--- src/rtl/mb_xfer_seq_if.sv ---
// Handshake bundle for the memory-buffer line-transfer sequencer.
//
// Groups the requester controls, the memory handshake and the MB/cache
// word strobes.
//   slave  : the sequencer's view (mb_xfer_seq).
//   master : the view of whatever drives the sequencer.
//
// Requester -> sequencer : start_h, mode_wr_h, start_adr_h, wd_req_h, abort_l
// Memory    -> sequencer : mem_ack_h, mem_data_val_h
// Sequencer -> requester : busy_h, done_h, err_empty_h
// Sequencer -> memory    : mem_rq_h, mem_wr_h
// Sequencer -> MB/cache  : mb_sel_h, mb_hold_in_h, csh_wr_en_h
interface mb_xfer_seq_if #(
    parameter int NWORDS = 4,
    parameter int SELW   = $clog2(NWORDS)
) ();
    logic              start_h;
    logic              mode_wr_h;
    logic [SELW-1:0]   start_adr_h;
    logic [NWORDS-1:0] wd_req_h;
    logic              mem_ack_h;
    logic              mem_data_val_h;
    logic              abort_l;
    logic              busy_h;
    logic [SELW-1:0]   mb_sel_h;
    logic [NWORDS-1:0] mb_hold_in_h;
    logic [NWORDS-1:0] csh_wr_en_h;
    logic              mem_rq_h;
    logic              mem_wr_h;
    logic              done_h;
    logic              err_empty_h;

    modport slave (
        input  start_h, mode_wr_h, start_adr_h, wd_req_h,
        input  mem_ack_h, mem_data_val_h, abort_l,
        output busy_h, mb_sel_h, mb_hold_in_h, csh_wr_en_h,
        output mem_rq_h, mem_wr_h, done_h, err_empty_h
    );

    modport master (
        output start_h, mode_wr_h, start_adr_h, wd_req_h,
        output mem_ack_h, mem_data_val_h, abort_l,
        input  busy_h, mb_sel_h, mb_hold_in_h, csh_wr_en_h,
        input  mem_rq_h, mem_wr_h, done_h, err_empty_h
    );
endinterface

--- src/rtl/mb_xfer_seq.sv ---
// Memory-buffer line-transfer sequencer.
//
// Moves the requested words of one cache line between cache, memory buffer
// (MB) and memory.
//   Writeback : LOAD each requested word into the MB, then request a memory
//               write, then DONE.
//   Refill    : request a memory read, then strobe each returning word into
//               both MB and cache (XFER), then DONE.
// Words are visited in wrap order starting at start_adr_h, skipping words
// whose request bit is clear, one word per strobe cycle.
//
// Ports
//   clk_mbx_h  : clock, rising edge
//   mr_reset_l : asynchronous active-low reset
//   bus        : mb_xfer_seq_if.slave (controls, memory handshake, strobes)
module mb_xfer_seq #(
    parameter int NWORDS = 4,
    parameter int SELW   = $clog2(NWORDS)
) (
    input  logic          clk_mbx_h,
    input  logic          mr_reset_l,
    mb_xfer_seq_if.slave  bus
);

    typedef enum logic [2:0] {IDLE, LOAD, REQ, XFER, DONE} state_t;

    state_t            state;
    logic [NWORDS-1:0] pending;     // words still to be handled
    logic [NWORDS-1:0] saved_mask;  // original mask, replayed for refill data
    logic [SELW-1:0]   ptr;         // where the wrap-order search begins
    logic [SELW-1:0]   saved_adr;
    logic [SELW-1:0]   sel_q;       // last word strobed; mb_sel_h holds it
    logic              mode_q;      // 1 = writeback
    logic              err_q;

    // Next pending word in wrap order ptr, ptr+1, ... Because NWORDS is a
    // power of two, SELW-bit addition wraps exactly at the line boundary.
    logic              found;
    logic [SELW-1:0]   next_idx;
    logic [SELW-1:0]   cand;
    logic [NWORDS-1:0] next_onehot;
    logic              last_word;

    always_comb begin
        // NOTE: every variable gets a default first so no path leaves it
        // unassigned, which would otherwise infer a latch.
        found    = 1'b0;
        next_idx = ptr;
        cand     = '0;
        for (int i = 0; i < NWORDS; i++) begin
            cand = ptr + SELW'(i);
            if (!found && pending[cand]) begin
                found    = 1'b1;
                next_idx = cand;
            end
        end
    end

    assign next_onehot = found ? (NWORDS'(1) << next_idx) : '0;
    assign last_word   = ((pending & ~next_onehot) == '0);

    // Strobes depend on this cycle's abort_l and mem_data_val_h, so an abort
    // or a data gap suppresses them in the very cycle it is seen.
    logic strobe_load;
    logic strobe_xfer;
    logic strobe;

    assign strobe_load = (state == LOAD) && bus.abort_l && found;
    assign strobe_xfer = (state == XFER) && bus.abort_l && bus.mem_data_val_h && found;
    assign strobe      = strobe_load || strobe_xfer;

    assign bus.mb_hold_in_h = strobe      ? next_onehot : '0;
    assign bus.csh_wr_en_h  = strobe_xfer ? next_onehot : '0;
    assign bus.mb_sel_h     = strobe      ? next_idx    : sel_q;

    assign bus.busy_h      = (state != IDLE);
    assign bus.mem_rq_h    = (state == REQ);
    assign bus.mem_wr_h    = (state == REQ) && mode_q;
    assign bus.done_h      = (state == DONE) && bus.abort_l;
    assign bus.err_empty_h = err_q;

    // NOTE: sequential state uses non-blocking assignments so every register
    // samples pre-edge values regardless of statement order.
    always_ff @(posedge clk_mbx_h or negedge mr_reset_l) begin
        if (!mr_reset_l) begin
            state      <= IDLE;
            pending    <= '0;
            saved_mask <= '0;
            ptr        <= '0;
            saved_adr  <= '0;
            sel_q      <= '0;
            mode_q     <= 1'b0;
            err_q      <= 1'b0;
        end else begin
            err_q <= 1'b0;
            if (strobe) begin
                pending <= pending & ~next_onehot;
                ptr     <= next_idx + SELW'(1);
                sel_q   <= next_idx;
            end
            // Abort outranks mem_ack_h / mem_data_val_h in the same cycle.
            if (state != IDLE && !bus.abort_l) begin
                state   <= IDLE;
                pending <= '0;
            end else begin
                unique case (state)
                    IDLE: begin
                        if (bus.start_h) begin
                            if (bus.wd_req_h != '0) begin
                                pending    <= bus.wd_req_h;
                                saved_mask <= bus.wd_req_h;
                                ptr        <= bus.start_adr_h;
                                saved_adr  <= bus.start_adr_h;
                                mode_q     <= bus.mode_wr_h;
                                state      <= bus.mode_wr_h ? LOAD : REQ;
                            end else begin
                                err_q <= 1'b1;
                            end
                        end
                    end
                    LOAD: begin
                        if (strobe_load && last_word) state <= REQ;
                    end
                    REQ: begin
                        if (bus.mem_ack_h) begin
                            if (mode_q) begin
                                state <= DONE;
                            end else begin
                                // Refill data comes back in the same order.
                                pending <= saved_mask;
                                ptr     <= saved_adr;
                                state   <= XFER;
                            end
                        end
                    end
                    XFER: begin
                        if (strobe_xfer && last_word) state <= DONE;
                    end
                    DONE: begin
                        state <= IDLE;
                    end
                    default: begin
                        state <= IDLE;
                    end
                endcase
            end
        end
    end

endmodule

--- src/flat_wrapper.sv ---
// flat-port wrapper written by rule: the top's interface ports become plain ports
module mb_xfer_seq_flat 
#(
    parameter int NWORDS = 4,
    parameter int SELW   = $clog2(NWORDS)
)
  (clk_mbx_h, mr_reset_l, bus_start_h, bus_mode_wr_h, bus_start_adr_h, bus_wd_req_h, bus_mem_ack_h, bus_mem_data_val_h, bus_abort_l, bus_busy_h, bus_mb_sel_h, bus_mb_hold_in_h, bus_csh_wr_en_h, bus_mem_rq_h, bus_mem_wr_h, bus_done_h, bus_err_empty_h);
  mb_xfer_seq_if #(.NWORDS(NWORDS), .SELW(SELW)) bus_i ();
  input  logic clk_mbx_h;
  input  logic mr_reset_l;
  input wire logic [$bits(bus_i.start_h)-1:0] bus_start_h;
  input wire logic [$bits(bus_i.mode_wr_h)-1:0] bus_mode_wr_h;
  input wire logic [$bits(bus_i.start_adr_h)-1:0] bus_start_adr_h;
  input wire logic [$bits(bus_i.wd_req_h)-1:0] bus_wd_req_h;
  input wire logic [$bits(bus_i.mem_ack_h)-1:0] bus_mem_ack_h;
  input wire logic [$bits(bus_i.mem_data_val_h)-1:0] bus_mem_data_val_h;
  input wire logic [$bits(bus_i.abort_l)-1:0] bus_abort_l;
  output wire logic [$bits(bus_i.busy_h)-1:0] bus_busy_h;
  output wire logic [$bits(bus_i.mb_sel_h)-1:0] bus_mb_sel_h;
  output wire logic [$bits(bus_i.mb_hold_in_h)-1:0] bus_mb_hold_in_h;
  output wire logic [$bits(bus_i.csh_wr_en_h)-1:0] bus_csh_wr_en_h;
  output wire logic [$bits(bus_i.mem_rq_h)-1:0] bus_mem_rq_h;
  output wire logic [$bits(bus_i.mem_wr_h)-1:0] bus_mem_wr_h;
  output wire logic [$bits(bus_i.done_h)-1:0] bus_done_h;
  output wire logic [$bits(bus_i.err_empty_h)-1:0] bus_err_empty_h;
  assign bus_i.start_h = bus_start_h;
  assign bus_i.mode_wr_h = bus_mode_wr_h;
  assign bus_i.start_adr_h = bus_start_adr_h;
  assign bus_i.wd_req_h = bus_wd_req_h;
  assign bus_i.mem_ack_h = bus_mem_ack_h;
  assign bus_i.mem_data_val_h = bus_mem_data_val_h;
  assign bus_i.abort_l = bus_abort_l;
  assign bus_busy_h = bus_i.busy_h;
  assign bus_mb_sel_h = bus_i.mb_sel_h;
  assign bus_mb_hold_in_h = bus_i.mb_hold_in_h;
  assign bus_csh_wr_en_h = bus_i.csh_wr_en_h;
  assign bus_mem_rq_h = bus_i.mem_rq_h;
  assign bus_mem_wr_h = bus_i.mem_wr_h;
  assign bus_done_h = bus_i.done_h;
  assign bus_err_empty_h = bus_i.err_empty_h;
  mb_xfer_seq #(.NWORDS(NWORDS), .SELW(SELW)) u_core (.clk_mbx_h(clk_mbx_h), .mr_reset_l(mr_reset_l), .bus(bus_i));
endmodule
--- config.mk ---
export PLATFORM = sky130hd
export DESIGN_NAME = mb_xfer_seq_flat
export DESIGN_NICKNAME = d
export VERILOG_FILES = /design/src/rtl/mb_xfer_seq_if.sv /design/src/rtl/mb_xfer_seq.sv /design/src/flat_wrapper.sv
export SDC_FILE = /design/constraint.sdc
export NUM_CORES = 1
export LEC_CHECK = 0
export CAP_MARGIN = 20
export CORE_MARGIN = 1
export CORE_UTILIZATION = 50
export DETAILED_ROUTE_END_ITERATION = 12
export PLACE_DENSITY_LB_ADDON = 0.3
export SYNTH_ARGS = -nofsm -noshare
export SYNTH_HDL_FRONTEND = slang
export SYNTH_SLANG_ARGS = --single-unit
--- constraint.sdc ---
create_clock -name clk_mbx_h -period 2.95 [get_ports clk_mbx_h]
set_input_delay 0.295 -clock clk_mbx_h [delete_from_list [all_inputs] [get_ports clk_mbx_h]]
set_output_delay 0.295 -clock clk_mbx_h [all_outputs]
set_load 0.05 [all_outputs]
* Word-level counts from Yosys, hierarchy flattened *
Index checks and enable logic that the tools add are counted.

storage, ports and cells
  output and inout port bits = 15
  register bits after elaboration = 19
  logic and storage cells = 99
  input bits = 13

cells by class
  eq/ne operators = 9
  order comparisons = 4
  muxes and demuxes = 46
  reductions and logical operators = 24
  add/sub/neg operators = 4
  bitwise operators = 3
  shift operators = 1

operators by type and width
  cell                                                 count
  2-to-1 mux 4 bit                                     9
  2-to-1 mux 2 bit                                     11
  2-to-1 mux 3 bit                                     7
  logical AND 1 bit                                    13
  < comparator 2 x 3 -> 1 bit (second input constant)  4
  2-to-1 mux 1 bit                                     12
  one-hot mux 3 bit (4 select lines)                   1
  binary-select mux 1 bit (select 2 bit)               4
  one-hot mux 4 bit (2 select lines)                   1
  == test 3 x 2 -> 1 bit (second input constant)       2
  != test 3 x 2 -> 1 bit (second input constant)       2
  != test 3 bit (second input constant)                2
  AND reduction 5 bit                                  1
  adder 2 x 1 -> 2 bit (second input constant)         2
  adder 2 bit (second input constant)                  2
  bitwise AND 4 bit                                    1
  zero test 1 bit                                      4
  zero test 4 bit                                      1
  NOT 4 bit                                            1
  one-hot mux 2 bit (2 select lines)                   1
  AND reduction 4 bit                                  1
  nonzero test 4 bit                                   1
  left shift 1 x 2 -> 4 bit (first input constant)     1
  == test 3 x 1 -> 1 bit (second input constant)       1
  6 further kinds                                      6

* Depth between registers and ports, before layout *
Gate-level depths: netlist of run 1.

  word-level depth = 21
  depth in mapped cells = 10
  mapped depth without buffers = 10

* Worst setup path before layout of run 1 *
No wires, ideal clock.

  path kind = reg-to-reg
  start point = register u_core.pending[2]
  end point = register u_core.pending[0]
  setup time = 131 ps
  slack = -278 ps
  required time = 2819 ps
  cell stages (with the launch flop) = 10
  arrival time = 3098 ps
  buffers on the path = 0
  period minus slack after synthesis = 3228 ps
  cell sequence = dfrtp_1 nor2b_1 o21a_1 a31o_2 inv_1 ha_1 inv_1 nor4_1 nand3b_1 o21ai_0

between the ends
  word-level cells in the longest chain between the ends = 21
  elaborated cells on any way between the ends = 35
  those cells by class = 1 x shift; 23 x mux; 2 x bitwise; 9 x reduce/logical

RTL lines
  element                                 line                                    text
  start: declaration                      mb_xfer_seq.sv:28                       logic [NWORDS-1:0] pending;
  start signal: assignment                mb_xfer_seq.sv:97                       pending <= pending & ~next_onehot;
  start signal: assignment                mb_xfer_seq.sv:110                      pending <= bus.wd_req_h;
  start signal: assignment                mb_xfer_seq.sv:130                      pending <= saved_mask;
  binary-select mux 1 bit (select 2 bit)  mb_xfer_seq.sv:52                       if (!found && pending[cand]) begin
  2-to-1 mux 1 bit (not written as such)  mb_xfer_seq.sv:52
  2-to-1 mux 1 bit                        mb_xfer_seq.sv:52
  zero test 1 bit                         mb_xfer_seq.sv:52
  logical AND 1 bit                       mb_xfer_seq.sv:52
  2-to-1 mux 1 bit                        mb_xfer_seq.sv:52
  zero test 1 bit                         mb_xfer_seq.sv:52
  logical AND 1 bit                       mb_xfer_seq.sv:52
  [5 not listed]                          n/a
  2-to-1 mux 4 bit                        mb_xfer_seq.sv:59                       assign next_onehot = found ? (NWORDS'(1) << next_idx) : '0;
  NOT 4 bit                               mb_xfer_seq.sv:97
  bitwise AND 4 bit                       mb_xfer_seq.sv:97
  2-to-1 mux 4 bit (*)                    mb_xfer_seq.sv:96                       if (strobe) begin
  2-to-1 mux 4 bit (on tied branches)     mb_xfer_seq.sv:126, mb_xfer_seq.sv:109
  2-to-1 mux 4 bit (on tied branches)     mb_xfer_seq.sv:125, mb_xfer_seq.sv:108
  one-hot mux 4 bit (2 select lines) (*)  mb_xfer_seq.sv:106                      unique case (state)
  2-to-1 mux 4 bit (*)                    mb_xfer_seq.sv:102                      if (state != IDLE && !bus.abort_l) begin

Mark *: on every way between the ends. The rest lies on a longest branch, timed or not. The select of a mux whose other input is x is not followed.
A chain may end at the register's enable or synchronous reset.

* Worst setup path in the final report of run 1 *
  start point = register u_core.pending[0]
  end point = output port bus_mb_hold_in_h[2]

between the ends
  word-level cells in the longest chain between the ends = 15
  elaborated cells on any way between the ends = 27
  those cells by class = 1 x shift; 17 x mux; 9 x reduce/logical

RTL lines
  element                                               line                                  text
  binary-select mux 1 bit (select 2 bit)                mb_xfer_seq.sv:52
  2-to-1 mux 1 bit (not written as such)                mb_xfer_seq.sv:52
  2-to-1 mux 1 bit                                      mb_xfer_seq.sv:52
  zero test 1 bit                                       mb_xfer_seq.sv:52
  logical AND 1 bit                                     mb_xfer_seq.sv:52
  2-to-1 mux 1 bit                                      mb_xfer_seq.sv:52
  zero test 1 bit                                       mb_xfer_seq.sv:52
  logical AND 1 bit                                     mb_xfer_seq.sv:52
  2-to-1 mux 1 bit                                      mb_xfer_seq.sv:52
  zero test 1 bit                                       mb_xfer_seq.sv:52
  logical AND 1 bit                                     mb_xfer_seq.sv:52
  2-to-1 mux 2 bit or 2-to-1 mux 1 bit (tied branches)  mb_xfer_seq.sv:52
  left shift 1 x 2 -> 4 bit (tied with other cells)     mb_xfer_seq.sv:59
  2-to-1 mux 4 bit or logical OR 1 bit (tied branches)  mb_xfer_seq.sv:59, mb_xfer_seq.sv:70
  2-to-1 mux 4 bit (*)                                  mb_xfer_seq.sv:72                     assign bus.mb_hold_in_h = strobe ? next_onehot : '0;
  end: declaration                                      flat_wrapper.sv:20                    output wire logic [$bits(bus_i.mb_hold_in_h)-1:0] bus_mb_hold_in_h;

Marked as above.

==> results of run 1 <==
[layout make-up]
cell class | count | area [um^2] | share of cell area
inverters | 10 | 37.5 | 0.0230
repair buffers | 27 | 283 | 0.174
well taps | 30 | 37.5 | 0.0230
clock buffers | 3 | 22.5 | 0.0138
multi-input cells | 106 | 768 | 0.472
flip-flops and latches | 19 | 475 | 0.292
clock inverters | 1 | 5.00 | 0.00307
[power by group through the flow]
stage                     clock network [mW]  registers [mW]  logic (mW)
after global routing                   0.145           0.547        1.26
after detailed placement                   0           0.533        1.15
after floorplan                            0           0.463       0.939
final                                  0.131           0.532        1.15
after CTS                              0.133           0.527        1.15
after global placement                     0           0.525        1.10
[state kept, by name, summed over array words and instances (netlist names)]
signal and flops:
u_core.bus.err_empty_h 1, u_core.mode_q 1, u_core.pending 4, u_core.ptr 2, u_core.saved_adr 2, u_core.saved_mask 4
u_core.sel_q 2, u_core.state 3
[routing by layer]
metal  part of all wire  vias up  track usage
met5                  0        -            0
met4              0.013        0       0.0877
met3              0.038        6       0.0201
met2               0.49       36        0.416
met1               0.46      564        0.293
li1                   -      567            -
[kinds of logic (layout without fill, tap and decap cells)]
family	count (synthesis)	in the layout	share of synthesized area
AO/OA/AOI/OAI	35	35	0.202
adder cells (fa/ha/maj)	4	4	0.0385
buffers and inverters	16	41	0.0626
flip-flops	19	19	0.366
multiplexers	3	3	0.0289
AND/OR/NAND/NOR	64	64	0.302
[worst max path at each step]
stage | start | to | slack (ns) | depth (start not counted)
final | u_core.pending[0]$_DFF_PN0_ | bus_mb_hold_in_h[2] | 0.34 | 7
after global routing | u_core.pending[0]$_DFF_PN0_ | bus_mb_hold_in_h[2] | 0.17 | 7
after CTS | u_core.pending[0]$_DFF_PN0_ | bus_mb_hold_in_h[2] | 0.36 | 7
after detailed placement | bus_abort_l | bus_mb_sel_h[1] | 0.39 | 5
after global placement | bus_abort_l | bus_mb_sel_h[1] | 0.47 | 5
after floorplan | u_core.pending[2]$_DFF_PN0_ | u_core.pending[0]$_DFF_PN0_ | 0.33 | 9
[cells in the final DEF (no fill, tap or decap), types with 3 or more instances in the layout]
master	n
nand2_1	19
dfrtp_1	19
clkdlybuf4s50_1	17
inv_1	9
a22oi_1	7
o21ai_0	7
nor2_1	7
buf_4	7
nor2b_1	4
nor3_1	4
nor4_2	4
a22o_1	4
nand3b_1	4
o22ai_1	4
ha_1	4
nand2b_1	3
and2_1	3
clkbuf_4	3
buf_12	3
[stage by stage]
step / util / cells / hold WS [ns]
after detailed placement: 0.646 / 192 / 0.468
after CTS: 0.658 / 196 / 0.494
final: 0.658 / 196 / 0.467
after global routing: 0.658 / 196 / 0.512
after floorplan: - / 141 / -0.000591
after global placement: 0.646 / 192 / 0.461
[worst register-to-register path, stage by stage (launching register included)]
cell and delay, ns:
dfrtp_1 0.49, nand2b_1 0.19, a22oi_1 0.19, o221ai_1 0.24, inv_1 0.15, ha_1 0.19, o22ai_1 0.12, or3_1 0.34
a21oi_2 0.18, mux2_4 0.31
[cell usage after synthesis, drive strengths merged]
master   count  area, um^2
buf          5        40.0
o21ai        8        40.0
a22oi        7        52.6
dfrtp       19         475
o2bb2ai      1        8.76
and3         2        12.5
clkbuf       1        3.75
o41ai        1        16.3
o32ai        1        16.3
or3          1        6.26
and2         5        36.3
nor3         6        46.3
nand2b       3        18.8
nor2         8        32.5
nand3b       5        50.1
o221ai       2        17.5
nor4b        2        23.8
a21oi        2        13.8
a31o         1        8.76
mux2         3        37.5
o22ai        4        25.0
a21o         1        7.51
ha           4        50.1
o211ai       1        7.51
o21a         1        7.51
a31oi        1        6.26
a22o         4        35.0
nor2b        4        25.0
nand2       20        77.6
inv         10        37.5
or4          1        7.51
nor4         5        46.3
nand3        2        10.0
==> flow_metrics.env, run 1 <==
export IMPL_outcome="finished, final reports clean"
export IMPL_fin_skew_ns=0.000768
export IMPL_fillCellCount=218
export IMPL_drive_gt1_frac=0.211
export IMPL_timing_final_max_slew_violations=0
export IMPL_drt_wl_total_um=2920
export IMPL_seqPwrFrac=0.294
export IMPL_dr_first_iter_drc_count=30
export IMPL_io_pin_count=28
export IMPL_placed_cell_area_mm2=0.00160
export IMPL_core_area_mm2=0.00248
export IMPL_combPwrFrac=0.634
export IMPL_netlist_area_mm2=0.00130
export IMPL_finalSetupViolCount=0
export IMPL_synth_cell_types=47
export IMPL_tightest_slew_ns=0.834
export IMPL_slowest_stage="dfrtp_1"
export IMPL_route_detailed_wl_per_inst_um=14.9
export IMPL_period_minus_slack_ns=2.61
export IMPL_ant_nets=0
export IMPL_io_buffers=27
export IMPL_power_switching_mw=0.923
export IMPL_rsz0062_at_grt="no"
export IMPL_grt_pass1_vias=1094
export IMPL_cp_slowest_stage_delay_ns=0.52
export IMPL_ir_drop_mv=0.843
export IMPL_dieWidth_um=53.0
export IMPL_p_leak_nw=0.704
export IMPL_cts_buffer_depth=2
export IMPL_swShare=0.509
export IMPL_crit_type="register to output pin"
export IMPL_critPathCaptureType="output pin"
export IMPL_ys_ff_latch=19
export IMPL_regToRegSetupSlack_ns=0.46
export IMPL_fin_ws_ns=0.344
export IMPL_max_clock_freq_ghz=0.384
export IMPL_syn_avg_cell_area_um2=9.22
export IMPL_rows=18
export IMPL_path_delay_family="flip-flops"
export IMPL_post_cts_setup_buffers=0
export IMPL_p_clk_frac=0.072
export IMPL_cts_sinks=19
export IMPL_final_area_mm2=0.00163
export IMPL_start_kind="register"
export IMPL_final_period_utilization=0.883
export IMPL_antenna_found_initial=0
export IMPL_synthCells=141
export IMPL_ctsHoldBuffers=0
export IMPL_preCtsSetupSlack_ns=0.389
export IMPL_r2r_cells=9
export IMPL_h_tree_depth=1
export IMPL_final_hold_violation_count=0
export IMPL_path_clk_slew_ns=0.11
export IMPL_vias_per_cell=5.98
export IMPL_max_slew_margin_rel=0.442
export IMPL_r2r_start="u_core.pending[0]$_DFF_PN0_"
export IMPL_crit_buf_inv=2
export IMPL_diodes=0
export IMPL_syn_to_final_growth_pct=25.3
export IMPL_cp_max_fo=7
export IMPL_p_int_mw=0.890
export IMPL_grtUsageTotal=0.235
export IMPL_yosysWarningCount=0
export IMPL_regToRegEndpoint="u_core.state[1]$_DFFE_PN0P_"
export IMPL_drv_cap=0
export IMPL_die_y_um=53.0
export IMPL_numCtsBuffers=3
export IMPL_worstHoldPathType="primary input to asynchronous set/reset pin"
export IMPL_syn_num_nets=158
export IMPL_overflow=0
export IMPL_finalPower_mw=1.81
export IMPL_power_density_mw_per_mm2=1110
export IMPL_post_route_drc_count=0
export IMPL_gp_congestion=0.831
export IMPL_grt_pass1_wl_um=4800
export IMPL_tns_ns=0
export IMPL_crit_required_ns=2.65
export IMPL_initial_core_util=0.525
export IMPL_grt_max_degree=20
export IMPL_die_area_mm2=0.00281
export IMPL_path_cells="nand2b_1 -> a22oi_1 -> o221ai_1 -> ha_1 -> inv_1 -> nor4_2 -> buf_4"
export IMPL_vias=1173
export IMPL_cp_arrival_ns=2.31
export IMPL_seq_area_frac_synth=0.366
export IMPL_hpwl_um=2250
export IMPL_clk_latency_ns=0.29
export IMPL_cts_tree="done"
export IMPL_cts_root_buf="clkbuf_4"
export IMPL_cts_repair_resized=0
export IMPL_drt_first_pass_iters=4
export IMPL_nets=184
(Power assumes the default switching activity.)
==> run 2: changes to the inputs <==
--- a/config.mk
+++ b/config.mk
@@ -13,3 +13,4 @@
 export SYNTH_ARGS = -nofsm -noshare
 export SYNTH_HDL_FRONTEND = slang
 export SYNTH_SLANG_ARGS = --single-unit
+export TNS_END_PERCENT = 50
==> flow_metrics.env, run 2 (synthesized netlist as in run 1, its figures left out) <==
export IMPL_grt_pass1_vias=1000
export IMPL_h_tree_depth=1
export IMPL_vias=1122
export IMPL_finalSetupViolCount=0
export IMPL_p_leak_nw=0.704
export IMPL_post_cts_setup_buffers=0
export IMPL_route_detailed_wl_per_inst_um=14.2
export IMPL_cts_buffer_depth=2
export IMPL_fillCellCount=222
export IMPL_path_cells="nand2b_1 -> a22oi_1 -> o221ai_1 -> ha_1 -> inv_1 -> nor4_2 -> buf_4"
export IMPL_drive_gt1_frac=0.199
export IMPL_final_period_utilization=0.877
export IMPL_numCtsBuffers=3
export IMPL_power_density_mw_per_mm2=1110
export IMPL_fin_skew_ns=0.00333
export IMPL_post_route_drc_count=1
export IMPL_cp_max_fo=7
export IMPL_dieWidth_um=53.0
export IMPL_hold_slack_ns=0.476
export IMPL_drt_wl_total_um=2790
export IMPL_cts_repair_resized=0
export IMPL_grt_pass1_wl_um=4590
export IMPL_register_area_um2=475
export IMPL_nets=184
export IMPL_antenna_found_initial=0
export IMPL_period_minus_slack_ns=2.59
export IMPL_hpwl_um=2130
export IMPL_ctsHoldBuffers=0
export IMPL_drv_cap=0
export IMPL_cts_root_buf="clkbuf_4"
export IMPL_timing_final_max_slew_violations=0
export IMPL_syn_to_final_growth_pct=24.4
export IMPL_outcome="finished with violations"
export IMPL_diodes=0
export IMPL_drt_first_pass_iters=8
export IMPL_max_slew_margin_rel=0.424
export IMPL_tightest_slew_ns=0.861
export IMPL_initial_core_util=0.525
export IMPL_grt_max_degree=20
export IMPL_cp_slowest_stage_delay_ns=0.51
export IMPL_io_pin_count=28
export IMPL_layout_common_cells="nand2_1, dfrtp_1, clkdlybuf4s50_1"
export IMPL_die_area_mm2=0.00281
export IMPL_ir_drop_mv=0.728
export IMPL_r2r_start="u_core.pending[0]$_DFF_PN0_"
export IMPL_overflow=0
export IMPL_path_delay_family="flip-flops"
export IMPL_crit_type="register to output pin"
export IMPL_path_clk_slew_ns=0.11
export IMPL_rsz0062_at_grt="no"
export IMPL_cp_arrival_ns=2.29
export IMPL_crit_required_ns=2.65
export IMPL_core_area_mm2=0.00248
export IMPL_vias_per_cell=5.72
export IMPL_clk_latency_ns=0.30
export IMPL_multi_input_area_um2=756
export IMPL_max_clock_freq_ghz=0.387
export IMPL_gp_congestion=0.781
export IMPL_ant_nets=0
export IMPL_start_kind="register"
export IMPL_finalPower_mw=1.79
export IMPL_slowest_stage="dfrtp_1"
export IMPL_dr_first_iter_drc_count=30
export IMPL_die_y_um=53.0
export IMPL_rows=18
export IMPL_io_buffers=27
export IMPL_final_hold_violation_count=0
export IMPL_grtUsageTotal=0.226
export IMPL_cts_sinks=19
export IMPL_startpoint="u_core.pending[0]$_DFF_PN0_"
export IMPL_critPathCaptureType="output pin"
export IMPL_violations="design-rule violations"
export IMPL_worstHoldPathType="primary input to asynchronous set/reset pin"
export IMPL_crit_buf_inv=2
export IMPL_cts_tree="done"
export IMPL_reg_largest_list="u_core.pending (4), u_core.saved_mask (4), u_core.state (3)"
[run 2: cell counts in the layout (fill, tap and decap cells not counted)]
Identical to the previous run, type by type.
[run 2: power breakdown]
group | total [mW] | internal [mW] | switching (mW)
Sequential | 0.531 | 0.372 | 0.159
Clock | 0.134 | 0.0505 | 0.0840
Combinational | 1.12 | 0.465 | 0.657
[run 2: final timing paths]
| path | endpoint | slack [ns] | cells after the start |
|---|---|---|---|
| max | bus_mb_hold_in_h[0] | 0.36 | 7 |
| min in group clk_mbx_h | u_core.saved_adr[1]$_DFFE_PN0P_ | 0.50 | 2 |
| min reg2reg | u_core.saved_adr[1]$_DFFE_PN0P_ | 0.50 | 2 |
| min | u_core.sel_q[1]$_DFF_PN0_ | 0.48 | 1 |
| max reg2reg | u_core.state[1]$_DFFE_PN0P_ | 0.41 | 9 |
| max in group asynchronous | u_core.pending[3]$_DFF_PN0_ | 1.95 | 1 |
[run 2: per-stage QoR]
stage                     instance area, um^2  utilization  setup slack (ns)  instances  TNS (ns)
after floorplan                          1310            -            -0.120        141    -0.199
after global placement                   1590        0.641             0.475        192         0
after detailed placement                 1590        0.641             0.405        192         0
after CTS                                1620        0.653             0.375        196         0
after global routing                     1620        0.653             0.187        196         0
final                                    1620        0.653             0.363        196         0
[run 2: cell type report]
| type | count | area share |
|---|---|---|
| Sequential cell | 19 | 0.294 |
| Inverter | 10 | 0.0232 |
| Tap cell | 30 | 0.0232 |
| Multi-Input combinational cell | 106 | 0.467 |
| Timing Repair Buffer | 27 | 0.175 |
| Clock buffer | 3 | 0.0139 |
| Clock inverter | 1 | 0.00310 |
[run 2: metal layers]
metal,up-vias,wire length [um],global-route usage
li1,562,-,-
met1,515,1350,0.302
met2,41,1290,0.373
met3,4,109,0.0259
met4,0,36,0.0789
met5,-,0,0
[run 2: worst reg2reg max path, delay by kind of cell, from the launching register on]
family | cells | cell delay (ns)
buf+inv | 1 | 0.14
compound gates | 4 | 0.78
fa+ha+maj | 1 | 0.22
simple gates | 2 | 0.52
mux | 1 | 0.31
flops | 1 | 0.49
